==> src/rtl/pc_pkg.sv <==
// Shared types and charset helpers for the parallel password cracker.
package pc_pkg;

  localparam int unsigned CHARSET_SIZE = 36;
  localparam logic [5:0]  BAD_IDX      = 6'd63;

  typedef enum logic [1:0] {IDLE, RUN, DONE} state_t;

  function automatic logic [7:0] idx_to_char(input logic [5:0] idx);
    if (idx < 6'd10) return 8'h30 + 8'(idx);
    return 8'h61 + 8'(idx - 6'd10);
  endfunction

  function automatic logic [5:0] char_to_idx(input logic [7:0] c);
    if (c >= 8'h30 && c <= 8'h39) return 6'(c - 8'h30);
    if (c >= 8'h61 && c <= 8'h7a) return 6'(c - 8'h61 + 8'd10);
    return BAD_IDX;
  endfunction

endpackage

==> src/rtl/password_cracker_par_lane.sv <==
// One comparator lane: registers its candidate and mask, then compares against the target.
module pc_lane
  import pc_pkg::*;
#(
  parameter int unsigned PW_LEN = 4,
  parameter int unsigned LOW_W  = 18
) (
  input  logic                clk,
  input  logic                rst,
  input  logic                load,
  input  logic [7:0]          first,
  input  logic [5:0]          to,
  input  logic [LOW_W-1:0]    low,
  input  logic [8*PW_LEN-1:0] target,
  output logic [8*PW_LEN-1:0] cand,
  output logic                live,
  output logic                hit_c
);

  logic [8*PW_LEN-1:0] cand_d;
  logic                live_d;

  // Low digit j (least significant first) maps to character PW_LEN-1-j.
  always_comb begin
    cand_d = '0;
    for (int j = 0; j < int'(PW_LEN) - 1; j++) begin
      cand_d[8*j +: 8] = idx_to_char(low[6*j +: 6]);
    end
    cand_d[8*(PW_LEN-1) +: 8] = idx_to_char(first[5:0]);
    live_d = load && (first <= 8'(to));
  end

  always_ff @(posedge clk or negedge rst) begin
    if (!rst) begin
      cand <= '0;
      live <= 1'b0;
    end else begin
      live <= live_d;
      if (load) cand <= cand_d;
    end
  end

  assign hit_c = live && (cand == target);

endmodule

==> src/rtl/password_cracker_par.sv <==
// Multi-lane brute-force cracker: FSM, shared odometer, priority select and attempt counter.
module password_cracker_par
  import pc_pkg::*;
#(
  parameter int unsigned PW_LEN = 4,
  parameter int unsigned LANES  = 2,
  parameter int unsigned CNT_W  = 32
) (
  input  logic                clk,
  input  logic                rst,
  input  logic                start,
  input  logic                abort,
  input  logic [8*PW_LEN-1:0] password_to_crack,
  input  logic [5:0]          from,
  input  logic [5:0]          to,
  output logic                busy,
  output logic                done,
  output logic                found,
  output logic [8*PW_LEN-1:0] cracked_password,
  output logic [CNT_W-1:0]    attempts
);

  localparam int unsigned PW_W  = 8 * PW_LEN;
  localparam int unsigned LOW_N = (PW_LEN > 1) ? PW_LEN - 1 : 1;
  localparam int unsigned LOW_W = 6 * LOW_N;
  localparam int unsigned SUM_W = CNT_W + 1;
  localparam logic [5:0]  MAX_IDX = 6'(CHARSET_SIZE - 1);

  state_t            state_q, state_d;
  logic              busy_d, done_d, found_d;
  logic [PW_W-1:0]   cracked_d;
  logic [CNT_W-1:0]  attempts_d;
  logic [PW_W-1:0]   target_q, target_d;
  logic [5:0]        to_q, to_d;
  logic              target_ok_q, target_ok_d;
  logic [LOW_W-1:0]  low_q, low_d;
  logic [7:0]        base_q, base_d;
  logic              issuing_q, issuing_d;
  logic              gen_valid_q, gen_valid_d;
  logic              gen_last_q, gen_last_d;
  logic              aborting_q, aborting_d;
  logic              inv_pend_q, inv_pend_d;

  logic              lane_load;
  logic [PW_W-1:0]   lane_cand [LANES];
  logic [LANES-1:0]  lane_live;
  logic [LANES-1:0]  lane_hit;

  logic              carry, low_max, odo_last, hit_any, tgt_ok;
  logic [7:0]        lane_cnt;
  logic [PW_W-1:0]   hit_cand;
  logic [SUM_W-1:0]  att_sum;
  logic [CNT_W-1:0]  att_inc;

  // Lane k of the current group tests first-character index base_q + k.
  for (genvar k = 0; k < LANES; k++) begin : g_lane
    pc_lane #(.PW_LEN(PW_LEN), .LOW_W(LOW_W)) u_lane (
      .clk    (clk),
      .rst    (rst),
      .load   (lane_load),
      .first  (base_q + 8'(k)),
      .to     (to_q),
      .low    (low_q),
      .target (target_q),
      .cand   (lane_cand[k]),
      .live   (lane_live[k]),
      .hit_c  (lane_hit[k])
    );
  end

  always_comb begin
    state_d     = state_q;
    found_d     = found;
    cracked_d   = cracked_password;
    attempts_d  = attempts;
    target_d    = target_q;
    to_d        = to_q;
    target_ok_d = target_ok_q;
    low_d       = low_q;
    base_d      = base_q;
    issuing_d   = issuing_q;
    gen_valid_d = gen_valid_q;
    gen_last_d  = gen_last_q;
    aborting_d  = aborting_q;
    inv_pend_d  = inv_pend_q;
    lane_load   = 1'b0;

    // Odometer increment, least-significant digit in the low bits.
    carry   = 1'b1;
    low_max = 1'b1;
    for (int j = 0; j < int'(PW_LEN) - 1; j++) begin
      if (low_q[6*j +: 6] != MAX_IDX) low_max = 1'b0;
      if (carry) begin
        if (low_q[6*j +: 6] == MAX_IDX) begin
          low_d[6*j +: 6] = '0;
        end else begin
          low_d[6*j +: 6] = low_q[6*j +: 6] + 6'd1;
          carry = 1'b0;
        end
      end
    end
    odo_last = low_max && ((base_q + 8'(LANES)) > 8'(to_q));

    // Lowest-numbered hitting lane wins.
    lane_cnt = '0;
    hit_any  = 1'b0;
    hit_cand = '0;
    for (int k = 0; k < int'(LANES); k++) begin
      lane_cnt = lane_cnt + 8'(lane_live[k]);
      if (lane_hit[k] && target_ok_q && !hit_any) begin
        hit_any  = 1'b1;
        hit_cand = lane_cand[k];
      end
    end
    att_sum = SUM_W'(attempts) + SUM_W'(lane_cnt);
    att_inc = att_sum[CNT_W] ? '1 : att_sum[CNT_W-1:0];

    tgt_ok = 1'b1;
    for (int c = 0; c < int'(PW_LEN); c++) begin
      if (char_to_idx(password_to_crack[8*c +: 8]) == BAD_IDX) tgt_ok = 1'b0;
    end

    case (state_q)
      IDLE: begin
        if (inv_pend_q) begin
          inv_pend_d = 1'b0;
          state_d    = DONE;
        end else if (start) begin
          target_d    = password_to_crack;
          to_d        = to;
          target_ok_d = tgt_ok;
          found_d     = 1'b0;
          cracked_d   = '0;
          attempts_d  = '0;
          low_d       = '0;
          base_d      = 8'(from);
          gen_valid_d = 1'b0;
          gen_last_d  = 1'b0;
          aborting_d  = 1'b0;
          if (from <= to && to <= MAX_IDX) begin
            issuing_d = 1'b1;
            state_d   = RUN;
          end else begin
            inv_pend_d = 1'b1;
          end
        end
      end
      RUN: begin
        lane_load   = issuing_q;
        gen_valid_d = issuing_q;
        gen_last_d  = issuing_q && odo_last;
        if (issuing_q) begin
          if (carry) base_d = base_q + 8'(LANES);
          if (odo_last) issuing_d = 1'b0;
        end
        // A pending abort discards whatever compare is in flight.
        if (aborting_q) begin
          state_d = DONE;
        end else if (abort) begin
          aborting_d = 1'b1;
        end else if (gen_valid_q) begin
          attempts_d = att_inc;
          if (hit_any) begin
            found_d   = 1'b1;
            cracked_d = hit_cand;
            state_d   = DONE;
          end else if (gen_last_q) begin
            state_d = DONE;
          end
        end
      end
      DONE: state_d = IDLE;
      default: state_d = IDLE;
    endcase

    busy_d = (state_d == RUN);
    done_d = (state_d == DONE);
  end

  always_ff @(posedge clk or negedge rst) begin
    if (!rst) begin
      state_q          <= IDLE;
      busy             <= 1'b0;
      done             <= 1'b0;
      found            <= 1'b0;
      cracked_password <= '0;
      attempts         <= '0;
      target_q         <= '0;
      to_q             <= '0;
      target_ok_q      <= 1'b0;
      low_q            <= '0;
      base_q           <= '0;
      issuing_q        <= 1'b0;
      gen_valid_q      <= 1'b0;
      gen_last_q       <= 1'b0;
      aborting_q       <= 1'b0;
      inv_pend_q       <= 1'b0;
    end else begin
      state_q          <= state_d;
      busy             <= busy_d;
      done             <= done_d;
      found            <= found_d;
      cracked_password <= cracked_d;
      attempts         <= attempts_d;
      target_q         <= target_d;
      to_q             <= to_d;
      target_ok_q      <= target_ok_d;
      low_q            <= low_d;
      base_q           <= base_d;
      issuing_q        <= issuing_d;
      gen_valid_q      <= gen_valid_d;
      gen_last_q       <= gen_last_d;
      aborting_q       <= aborting_d;
      inv_pend_q       <= inv_pend_d;
    end
  end

endmodule

==> config.mk <==
export PLATFORM = sky130hd
export DESIGN_NAME = password_cracker_par
export DESIGN_NICKNAME = d
export VERILOG_FILES = /design/src/rtl/pc_pkg.sv /design/src/rtl/password_cracker_par_lane.sv /design/src/rtl/password_cracker_par.sv
export SDC_FILE = /design/constraint.sdc
export NUM_CORES = 1
export LEC_CHECK = 0
export CAP_MARGIN = 25
export CORE_ASPECT_RATIO = 0.5
export CORE_MARGIN = 3
export CORE_UTILIZATION = 52
export CTS_CLUSTER_SIZE = 30
export DETAILED_ROUTE_END_ITERATION = 6
export PLACE_DENSITY_LB_ADDON = 0.1
export SLEW_MARGIN = 10
export SYNTH_ARGS = -nofsm -noshare
export SYNTH_HDL_FRONTEND = slang
export SYNTH_SLANG_ARGS = --single-unit
==> constraint.sdc <==
create_clock -name clk -period 2.4 [get_ports clk]
set_input_delay 0.36 -clock clk [delete_from_list [all_inputs] [get_ports clk]]
set_output_delay 0.36 -clock clk [all_outputs]
set_load 0.005 [all_outputs]
# Word level (Yosys, flattened, before mapping)
# Index checks and enable logic that the tools add are counted.
[word_totals] output_inout_bits=67 reg_bits=205 elab_cells=247
[classes] order_cmp=26 muxes=115 add_sub_neg=34 n_reduce_logical=27 n_eq_ne=24 bitwise_logic=1
[ops] cell="32-bit 2-to-1 mux" n=12
[ops] cell="32-bit case mux with 2 select lines" n=2
[ops] cell="6-bit 2-to-1 mux" n=21
[ops] cell="8-bit 2-to-1 mux" n=14
[ops] cell="32-bit equality test" n=2
[ops] cell="18-bit 2-to-1 mux" n=3
[ops] cell="1-bit 2-to-1 mux" n=48
[ops] cell="6-bit subtractor (second input constant)" n=8
[ops] cell="6-bit equality test (second input constant)" n=7
[ops] cell="7-bit by 8-bit adder with 8-bit output (first input constant)" n=5
[ops] cell="6-bit by 6-bit adder with 7-bit output (first input constant)" n=5
[ops] cell="6-bit by 4-bit subtractor with 7-bit output (second input constant)" n=5
[ops] cell="32-bit by 2-bit adder with 33-bit output" n=1
[ops] cell="8-bit by 6-bit >= comparator with 1-bit output (second input constant)" n=4
[ops] cell="8-bit by 7-bit >= comparator with 1-bit output (second input constant)" n=4
[ops] cell="8-bit by 6-bit less-or-equal comparator with 1-bit output (second input constant)" n=4
[ops] cell="8-bit by 7-bit less-or-equal comparator with 1-bit output (second input constant)" n=4
[ops] cell="6-bit by 4-bit less-than comparator with 1-bit output (second input constant)" n=5
[ops] cell="6-bit by 4-bit adder with 6-bit output (second input constant)" n=4
[ops] cell="6-bit by 1-bit adder with 6-bit output (second input constant)" n=3
[ops] cell="1-bit logical AND" n=18
[ops] cell="2-bit != test (second input constant)" n=9
[ops] cell="6-bit != test (second input constant)" n=3
[ops] cell="8-bit by 6-bit less-or-equal comparator with 1-bit output" n=2
[ops] cell="other kinds (21)" n=34

# Longest topological paths before layout
# Gate-level depths: netlist (run 1).
[logic_depth] word_depth=13 depth_mapped=11 depth_no_buf=10

# Hierarchy
# From an unflattened synthesis (run 1), not the netlist that was laid out.
[unflattened] cells_unflattened=1498 area_unflattened_um2=13290.2
[by_module_without_submodules] module="password_cracker_par" instances=1 cells_per_inst=837 seq_area_each_um2=3478.3 area_each_um2=7692.4
[by_module_without_submodules] module="pc_lane (g_lane[1].u_lane)" instances=1 cells_per_inst=340 seq_area_each_um2=825.8 area_each_um2=2832.7
[by_module_without_submodules] module="pc_lane (g_lane[0].u_lane)" instances=1 cells_per_inst=321 seq_area_each_um2=825.8 area_each_um2=2765.2

# Worst setup path before layout (run 1)
# No wires, ideal clock.
[synth_timing] kind="reg-to-reg" startpoint="register attempts[0]" endpoint="register attempts[15]" period_less_slack_ns=2.584 t_required_ns=2.335 setup_ns=0.065 stages_incl_launch_ff=12 arrival_time_ns=2.520 n_path_buf=1 path_slack_ns=-0.184 path_cell_list="dfrtp_1 > inv_1 > fa_1 > inv_1 > ha_1 > nand3_1 > or2_2 > or4_4 > and2_4 > buf_6 > a41oi_2 > o21a_1"
[synth_between] elab_chain_len=6
[synth_rtl] element="from (decl)" line_no="password_cracker_par.sv:20" text="output logic [CNT_W-1:0] attempts"
[synth_rtl] element="from (signal assigned)" line_no="password_cracker_par.sv:204" text="attempts <= attempts_d;"
[synth_rtl] element="32-bit by 2-bit adder with 33-bit output" line_no="password_cracker_par.sv:115" text="att_sum = SUM_W'(attempts) + SUM_W'(lane_cnt);"
[synth_rtl] element="32-bit 2-to-1 mux" line_no="password_cracker_par.sv:116" text="att_inc = att_sum[CNT_W] ? '1 : att_sum[CNT_W-1:0];"
[synth_rtl] element="32-bit 2-to-1 mux" line_no="password_cracker_par.sv:161" text="end else if (gen_valid_q) begin"
[synth_rtl] element="32-bit 2-to-1 mux" line_no="password_cracker_par.sv:159" text="end else if (abort) begin"
[synth_rtl] element="32-bit 2-to-1 mux" line_no="password_cracker_par.sv:157" text="if (aborting_q) begin"
[synth_rtl] element="32-bit case mux with 2 select lines" line_no="password_cracker_par.sv:123" text="case (state_q)"
# Every way passes these cells. The select of a mux whose other input is x is not followed.
# A chain may end at the register's enable or synchronous reset.

# Final worst setup path (run 1)
[layout_timing] startpoint="register attempts[0]" endpoint="register attempts[17]"
# Same word-level chain as after synthesis.

==> results of run 1 <==
## power breakdown
| group | internal [mW] | switching (mW) | total [mW] |
|---|---|---|---|
| Combinational | 2.85 | 3.55 | 6.40 |
| Sequential | 3.74 | 0.833 | 4.58 |
| Clock | 1.87 | 1.22 | 3.09 |
## timing repair
item,CTS,global route
resized for setup,11,34
hold buffers,1,0
gates cloned,1,0
buffers inserted,2,10
endpoints found under the hold margin,55,0
pin swaps,10,19
endpoints found under the setup margin,14,44
## layer usage
layer | wire length, um | vias to the layer above | track usage
met1 | 15620 | 4877 | 0.3984
met4 | 369 | 0 | 0.07492
li1 | - | 4774 | -
met2 | 13860 | 261 | 0.4132
met3 | 1580 | 28 | 0.03697
met5 | 0 | - | 0
## cells in the final DEF, fill, tap and decap left out, types with 8 or more instances in the layout
| cell type | n |
|---|---|
| a211oi_1 | 9 |
| a21o_1 | 12 |
| a21oi_1 | 51 |
| a22oi_1 | 10 |
| a31oi_1 | 18 |
| and3_1 | 15 |
| buf_12 | 8 |
| buf_4 | 94 |
| clkbuf_16 | 17 |
| clkdlybuf4s50_1 | 113 |
| dfrtp_1 | 176 |
| ha_1 | 76 |
| inv_1 | 61 |
| mux2i_1 | 14 |
| nand2_1 | 233 |
| nand3_1 | 31 |
| nand4_1 | 25 |
| nor2_1 | 71 |
| nor2b_1 | 12 |
| nor3_1 | 19 |
| o21ai_0 | 98 |
| o21ai_1 | 11 |
| or3_1 | 8 |
| xnor2_1 | 77 |
| xor2_1 | 27 |
## worst max path at each step
stage	from	endpoint	slack, ns	cells after the start
detailed placement	password_to_crack[1]	target_ok_q$_DFFE_PN0P_	-0.20	9
CTS	g_lane[1].u_lane.live$_DFF_PN0_	attempts[8]$_DFFE_PN0P_	-0.02	10
finish	attempts[0]$_DFFE_PN0P_	attempts[17]$_DFFE_PN0P_	0.02	9
global placement	password_to_crack[1]	target_ok_q$_DFFE_PN0P_	-0.11	9
floorplan	attempts[0]$_DFFE_PN0P_	attempts[15]$_DFFE_PN0P_	-0.02	11
global route	attempts[0]$_DFFE_PN0P_	attempts[25]$_DFFE_PN0P_	-0.1	11
## through the flow
step	TNS (ns)	instances	cell area [um^2]	setup WS, ns
floorplan	-0.02149	1270	11320	-0.02149
global placement	-0.1323	1715	13400	-0.1085
global route	-0.7521	1760	14330	-0.09965
finish	0	1760	14330	0.02331
detailed placement	-0.3443	1715	13400	-0.1964
CTS	-0.1102	1750	14120	-0.02456
## logic make-up after synthesis
logic type / count (synthesis) / share of synthesized area
AOI/OAI and AO/OA: 275 / 0.1518
adders and majority gates: 80 / 0.08925
and+or+nand+nor: 489 / 0.2138
DFF: 181 / 0.4008
muxes: 14 / 0.01240
buffers and inverters: 119 / 0.04318
xor gates and xnor gates: 112 / 0.08870
## flip-flops by register name, indices dropped and copies added, names as in the netlist, 2 cells and up
register            count
target_q               32
cracked_password       32
low_q                  18
base_q                  8
attempts               32
g_lane.u_lane.live      2
g_lane.u_lane.cand     40
state_q                 2
to_q                    6
## layout make-up
| type | instances | area, um^2 |
|---|---|---|
| clock inverter | 13 | 205.2 |
| sequential | 181 | 4536 |
| multi-input combinational | 971 | 6485 |
| tap | 292 | 365.4 |
| fill | 1696 | 6599 |
| timing repair buffer | 220 | 2052 |
| clock buffer | 18 | 439.2 |
| inverter | 65 | 244.0 |
==> impl_results.md, run 1 <==
- Class of the most critical setup path: flop to flop
- Avg Synthesized Cell Area: 8.897 um^2
- Hold Worst Slack: 0.4521 ns
- Skew-Pair Late Insertion Delay: roughly 0.45 ns
- HPWL Detailed: roughly 23000 um
- Final ANT Viol Nets: 0
- Vias in the first global route: roughly 9400
- Gp weighted congestion: 0.9150
- Yosys top cell by area: dfrtp_1
- Max stage delay on crit path: 0.49 ns
- GRT overflow: 0
- Seq cells post-synth: between 150 and 200
- CTS tree: done
- Nets: ~1600
- Required time of the critical path: about 2.7 ns
- CP Max Fanout: 6
- Most frequent CP cell: inv_2
- Leak: roughly 6.4 nW
- Wire length per cell: approximately 18 um
- Clock skew: ~0.0068 ns
- # diodes: 0
- Bufs and invs on worst path: 2
- Synth Instances: between 1000 and 1500
- Die span in x: 214.5 um
- Max cap viols: 0
- Starting Density: 0.5400
- Post-synth EDFFs: 0
- Slew at the pin with the worst max-slew slack: ~0.60 ns
- Sequential area share after synthesis: 0.4008
- Die Ht: between 100 and 150 um
- CTS buffer count: 17
- Startpoint types: flop
- Net Count, Synth: approximately 1400
- Final hold violation count: 0
- Rows: 37
- Post-synth top area share: 0.4008
- H-Tree Depth: 4
- Largest net degree at the start of global routing: 91
- Peak VDD IR: a little over 0.0005 V
- Core area: between 20000 and 25000 um^2
- R2r endpoint: attempts[17]$_DFFE_PN0P_
- Die area: about 24000 um^2
- Drt drc: 0
- Fin crit period: between 2 and 2.5 ns
- Most numerous cell in the Yosys netlist: nand2_1
- Max clock buf depth: 2
- Vias: 9940
- Slowest-stage cell, CP: or4_4
- Yosys Warn Count: 0
- Mapped cell area: between 10000 and 15000 um^2
- FFs w/ async S/R, synth: 1.000
- Post-synthesis cell type count: ~80
- Critical path's top delay family: simple AND/OR/NAND/NOR gates
- PD cells: slightly below 1000 nW/um^2
- Reg2reg start: attempts[0]$_DFFE_PN0P_
- Final Power: between 10 and 15 mW
- DRT Pass-1 Iters: 5
- TritonCTS Sinks: 181
- R2r worst-path depth: 9
- Crit. End Element: flop
- Slew margin rel.: 0.6012
- Synth area leaders: dfrtp_1 40%, ha_1 8.7%, nand2_1 7.8%, xnor2_1 6.4%, o21ai_0 4.5%
- Commonest cells post-synth: 235 x nand2_1, 181 x dfrtp_1, 102 x o21ai_0
- Share of cells above drive strength 1: 0.1431
- Period utilization: 0.9903
- Post-DR vias/cell: 5.648
- Worst R2R Setup Slack: roughly 0.023 ns
- FMAX: between 400 and 500 MHz
- Io pins: around 120
- GRT Util Overall: 0.2681
- Pins over their slew limit: 0
- Routed Wire Length: between 30000 and 40000 um
- Min-Delay Path Class: input pin to async pin
- RSZ-0062 raised after global routing: true
- Root Driver: clkbuf_16
- First-pass GRT wire length: about 50000 um
- Syn-to-layout area delta: 26.79%
- Layout Utilization: 0.6846
- Ys flop type: dfrtp_1
- Worst EP arrival: around 2.7 ns
- Setup Viol. Count Final: 0
- Initial antenna violation count: 0
- Port bufs: around 110
- Status: complete, no violations
- Initial DRC count: between 800 and 900
- Crit-path cells: inv_2, fa_2, inv_2, ha_4, nand3_2, or2_4, or4_4, and2_4, a311oi_2
- Worst-path clk slew: 0.07 ns
Power figures use the tool's default switching activity.
==> run 2, diff against run 1 <==
Settings changed: CORE_UTILIZATION 52 to 55, SLEW_MARGIN 10 to unset.
Clock period 2.4 ns to 2.9 ns, I/O delays scaled along.
==> run 2 against run 1 <==
  * Global-route usage rose by 0.69 points
  * Count of clock-buffer cells in the layout increased by 1
  * Hold slack improved by 0.0045 ns
  * Clock skew up 0.0035 ns
  * Utilization down 0.38 points
  * Flip-flop and latch count did not move
  * Critical endpoint is now attempts[15]$_DFFE_PN0P_
==> impl_results.md, run 2 (synthesis gave the netlist of run 1 again) <==
- Rows: 36
- CTS buffer count: 17
- GRT overflow: 0
- Setup TNS: 0 ns
- RSZ-0062 raised after global routing: false
- Min-Delay Path Class: input pin to async pin
- Layout Utilization: 0.6809
- Reg with most FFs: g_lane.u_lane.cand
- H-Tree Depth: 4
- Status: complete, no violations
- Slew margin rel.: 0.3870
- HPWL Detailed: 22650 um
- Core area: around 20000 um^2
- Area taken by multi-input logic gates: around 6300 um^2
- Peak VDD IR: roughly 0.00053 V
- Largest net degree at the start of global routing: 91
- Setup Buffers After CTS: 0
- Gp weighted congestion: 0.9098
- Final ANT Viol Nets: 0
- TritonCTS Sinks: 181
- CP Max Fanout: 11
- Drt drc: 0
- Post-DR vias/cell: slightly below 6
- GRT Util Overall: 0.2750
- Die Ht: about 110 um
- Slew at the pin with the worst max-slew slack: 0.9152 ns
- Final Power: roughly 11 mW
- Placement Cell Area: 12830 um^2
- Required time of the critical path: between 3 and 4 ns
- Vias in the first global route: 9308
- Routed Wire Length: 30050 um
- Commonest non-fill, non-tap cells in the layout: 233 x nand2_1, 181 x dfrtp_1, 113 x clkdlybuf4s50_1, 102 x o21ai_0, 82 x xnor2_1
- FMAX: between 300 and 400 MHz
- # diodes: 0
- CTS tree: done
- Max cap viols: 0
- Die span in x: 208.7 um
- Fin crit period: ~2.7 ns
- Nets: around 1500
- Period utilization: 0.9391
- Leak: roughly 6.0 nW
- Syn-to-layout area delta: 19.42%
- Clock skew: between 0.01 and 0.015 ns
- Worst-path clk slew: around 0.08 ns
- Worst EP arrival: between 3 and 4 ns
- Final hold violation count: 0
- Port bufs: approximately 110
- Starting Density: 0.5701
- Skew-Pair Late Insertion Delay: ~0.45 ns
- Initial DRC count: between 800 and 900
- Fin area: 13490 um^2
- Register area: around 4500 um^2
- Filler cells: 1600
- Io pins: roughly 120
- PD cells: 818.4 nW/um^2
- Wire length per cell: roughly 18 um
- Setup Viol. Count Final: 0
- Max reg flops: 40
- Class of the most critical setup path: flop to flop
- Vias: 9689
- Initial antenna violation count: 1
- Max clock buf depth: 2
- First-pass GRT wire length: around 49000 um
- DRT Pass-1 Iters: 5
- Worst R2R Setup Slack: 0.18 ns
- Commonest non-fill, non-tap cell in the layout: nand2_1
- Crit. End Element: flop
- Startpoint types: flop
- Root Driver: clkbuf_16
- Share of cells above drive strength 1: 0.07092
- Die area: 22410 um^2
- Pins over their slew limit: 0
run 2: stage by stage:
stage	hold slack, ns	cells	setup WS (ns)
after detailed placement	0.3607	1628	0.1890
after floorplan	0.1394	1270	0.3158
after global routing	0.4741	1662	0.02093
final	0.4566	1662	0.1767
after CTS	0.4486	1661	0.1685
after global placement	0.3606	1628	0.2654
run 2: worst paths after layout:
kind	cells after the start	startpoint	to
min	2	rst	attempts[26]$_DFFE_PN0P_
max reg2reg	10	attempts[0]$_DFFE_PN0P_	attempts[15]$_DFFE_PN0P_
min reg2reg	2	found$_DFFE_PN0P_	found$_DFFE_PN0P_
min in group clk	2	found$_DFFE_PN0P_	found$_DFFE_PN0P_
max	10	attempts[0]$_DFFE_PN0P_	attempts[15]$_DFFE_PN0P_
max in group asynchronous	3	rst	done$_DFF_PN0_
run 2: metal layers:
layer | up-vias | track usage | routed length (um)
met1 | 4710 | 0.4074 | 14610
met5 | - | 0 | 0
met3 | 28 | 0.05968 | 2043
li1 | 4638 | - | -
met4 | 0 | 0.06348 | 408
met2 | 313 | 0.4139 | 12990
run 2: what timing repair did:
| item | in CTS | in global routing |
|---|---|---|
| hold endpoints to repair | 34 | 0 |
| resized for setup | 0 | 1 |
| hold buffers | 1 | 0 |
| setup endpoints to repair | 0 | 1 |
run 2: cell type report:
type | count | area share
multi-input cells | 970 | 0.4671
clock inverters | 13 | 0.01437
clock buffers | 19 | 0.03357
repair buffers | 148 | 0.1065
well taps | 266 | 0.02466
flip-flops and latches | 181 | 0.3357
inverters | 65 | 0.01808
run 2: power by group:
| group | total [mW] | switching (mW) | internal [mW] | leakage (nW) |
|---|---|---|---|---|
| clock network | 2.55 | 1.05 | 1.50 | 0.315 |
| logic | 4.67 | 2.70 | 1.98 | 3.29 |
| registers | 3.81 | 0.723 | 3.09 | 2.40 |
run 2: worst max-delay path: stages (launching register included):
cell and delay [ns]:
dfrtp_1 0.38, inv_1 0.07, fa_1 0.44, inv_1 0.09
ha_2 0.21, nand3_1 0.07, or2_2 0.30, or4_4 0.54
and2_4 0.24, a41oi_2 0.19, o21a_1 0.14
==> run 3, diff against run 2 <==
Clock period 2.9 ns to 3.03 ns, I/O delays scaled along.
==> run 3 against run 2 <==
  * The run now ends with negative hold slack left
  * Cell area decreased by 0.73%
  * Global-route usage increased by 0.54 points
  * Sequential share of layout area increased by 0.25 points
  * Sequential power shrank 4%
  * Via count is 0.33% lower
  * Fmax fell by 5.3%
  * Die area stayed put
  * Setup slack worse by 0.022 ns
  * Count of clock-buffer cells in the layout down 2
  * First-iteration DRC count is 12% lower
  * Total power decreased by 6.1%
  * Largest cell class unchanged
  * Largest power group unchanged
==> impl_results.md, run 3 (synthesis gave the netlist of run 1 again) <==
- Status: complete, but fails checks
- Failing checks: negative hold slack
- Post-DR vias/cell: between 5 and 6
- DRT Pass-1 Iters: 7
- Initial antenna violation count: 0
- Clock skew: 0.01268 ns
- Port bufs: between 100 and 150
- Fin crit period: roughly 2.9 ns
- Most frequent CP cell: inv_1
- Largest net degree at the start of global routing: 91
- Layout Utilization: 0.6759
- P_sw: between 4 and 5 mW
- Int Power: 5.987 mW
- Rows: 36
- Min-Delay Path Class: input pin to async pin
- Final ANT Viol Nets: 0
- Pins over their slew limit: 0
- Class of the most critical setup path: flop to flop
- Max clock buf depth: 2
- CTS tree: done
- GRT overflow: 0
- Initial DRC count: approximately 780
- Skew-Pair Late Insertion Delay: ~0.45 ns
- Period utilization: 0.9491
- Die area: 22410 um^2
- HPWL Detailed: ~23000 um
- Fin area: ~13000 um^2
- Setup TNS: 0 ns
- Nets: about 1500
- Io pins: between 100 and 150
- RSZ-0062 raised after global routing: false
- Die Ht: between 100 and 150 um
- Max stage delay on crit path: about 0.56 ns
- Sequential power share: 0.354
- Routed Wire Length: 30560 um
- Hold Worst Slack: -0.02761 ns
- Slowest-stage cell, CP: or4_4
- Starting Density: 0.5701
- Syn-to-layout area delta: 18.55%
- Root Driver: clkbuf_16
- Vias in the first global route: around 9300
- Required time of the critical path: 3.38 ns
- TritonCTS Sinks: approximately 180
- Vias: approximately 9700
- FMAX: 347.7 MHz
- CTS buffer count: 17
- Logic gate share of total power: 0.427
- Wire length per cell: roughly 18 um
- Commonest non-fill, non-tap cells in the layout: 233 x nand2_1, 181 x dfrtp_1, 113 x clkdlybuf4s50_1, 102 x o21ai_0, 82 x xnor2_1
- Clock power share: 0.219
- Die span in x: between 200 and 250 um
- Worst-path clk slew: about 0.080 ns
- GRT Util Overall: 0.2804
- Crit. End Element: flop
- R2r worst-path depth: 9
- Max reg flops: 40
- Commonest non-fill, non-tap cell in the layout: nand2_1
- # diodes: 0
- Final hold violation count: 14
- Dpl cells: around 1600
- Reg with most FFs: g_lane.u_lane.cand
- Core area: 19820 um^2
- Peak VDD IR: 0.0004634 V
- CP Max Fanout: 11
- Slew margin rel.: 0.4019
- Drt drc: 0
- Switching share of power: 0.4225
- Worst EP arrival: about 3.2 ns
- H-Tree Depth: 4
- Startpoint types: flop
- Slew at the pin with the worst max-slew slack: between 0.8 and 0.9 ns
- First-pass GRT wire length: ~50000 um
- Setup Viol. Count Final: 0
- # resized after CTS: 0
- Crit-path cells: inv_1, fa_1, inv_1, ha_1, nand3_1, or2_2, or4_4, and2_4, a311oi_1
- Placement Cell Area: approximately 13000 um^2
- PD cells: 773.9 nW/um^2
- Leak: roughly 6.0 nW
- Gp weighted congestion: between 0.8 and 0.9
- Max cap viols: 0
- Share of cells above drive strength 1: 0.06623
- Hold buffers post-CTS: 0
- Non-Filler Instances: between 1500 and 2000
- Setup Buffers After CTS: 0
run 3: cell count changes in the layout (fill, tap and decap cells not counted):
| cell | before | now |
|---|---|---|
| clkbuf_8 | 2 | 0 |
| clkinv_4 | 3 | 4 |
| buf_4 | 30 | 23 |
| bufinv_16 | 4 | 1 |
| ha_2 | 1 | 0 |
| ha_1 | 78 | 79 |
| buf_12 | 3 | 4 |
| inv_8 | 0 | 2 |
| dlygate4sd3_1 | 1 | 0 |
| clkinv_8 | 0 | 2 |
run 3: worst paths after layout:
kind,startpoint,endpoint,slack [ns]
min reg2reg,found$_DFFE_PN0P_,found$_DFFE_PN0P_,0.47
max in group asynchronous,rst,low_q[12]$_DFF_PN0_,2.23
max,attempts[0]$_DFFE_PN0P_,attempts[17]$_DFFE_PN0P_,0.15
min,rst,attempts[30]$_DFFE_PN0P_,-0.03
max reg2reg,attempts[0]$_DFFE_PN0P_,attempts[17]$_DFFE_PN0P_,0.15
min in group clk,found$_DFFE_PN0P_,found$_DFFE_PN0P_,0.47
run 3: area by class of cell:
type / count / area [um^2]
Inverter: 65 / 244.0
Multi-Input combinational cell: 970 / 6301
Clock buffer: 17 / 425.4
Sequential cell: 181 / 4529
Timing Repair Buffer: 141 / 1395
Clock inverter: 15 / 167.7
Tap cell: 266 / 332.8
Fill cell: 1618 / 6424
run 3: worst max-delay path: cells and delay by family, from the launching register on:
family / cells / cell delay, ns
adders and majority gates: 2 / 0.67
and+or+nand+nor: 4 / 1.27
AOI/OAI and AO/OA: 1 / 0.28
DFF: 1 / 0.40
buffers and inverters: 2 / 0.17
run 3: power groups by stage:
stage                     Sequential, mW  Combinational, mW  Clock (mW)
final                               3.67               4.43        2.27
after global routing                3.74               4.97        2.40
after CTS                           3.65               4.41        2.30
after detailed placement            3.68               4.38           0
after global placement              3.66               4.23           0
after floorplan                     3.38               3.32           0
run 3: per-layer routing:
metal / vias to the layer above / share of wire / GRT usage
li1: 4637 / - / -
met1: 4702 / 0.49 / 0.4250
met2: 272 / 0.42 / 0.4107
met3: 46 / 0.069 / 0.05677
met4: 0 / 0.013 / 0.07112
met5: - / 0 / 0
run 3: per-stage QoR:
step / power (mW) / hold WS (ns) / setup WS, ns
floorplan: 6.698 / 0.1589 / 0.4458
global placement: 7.889 / 0.4485 / 0.3209
detailed placement: 8.054 / 0.4557 / 0.2451
CTS: 10.35 / 0.0002618 / 0.1501
global route: 11.11 / 0.01201 / 0.02071
finish: 10.37 / -0.02761 / 0.1542
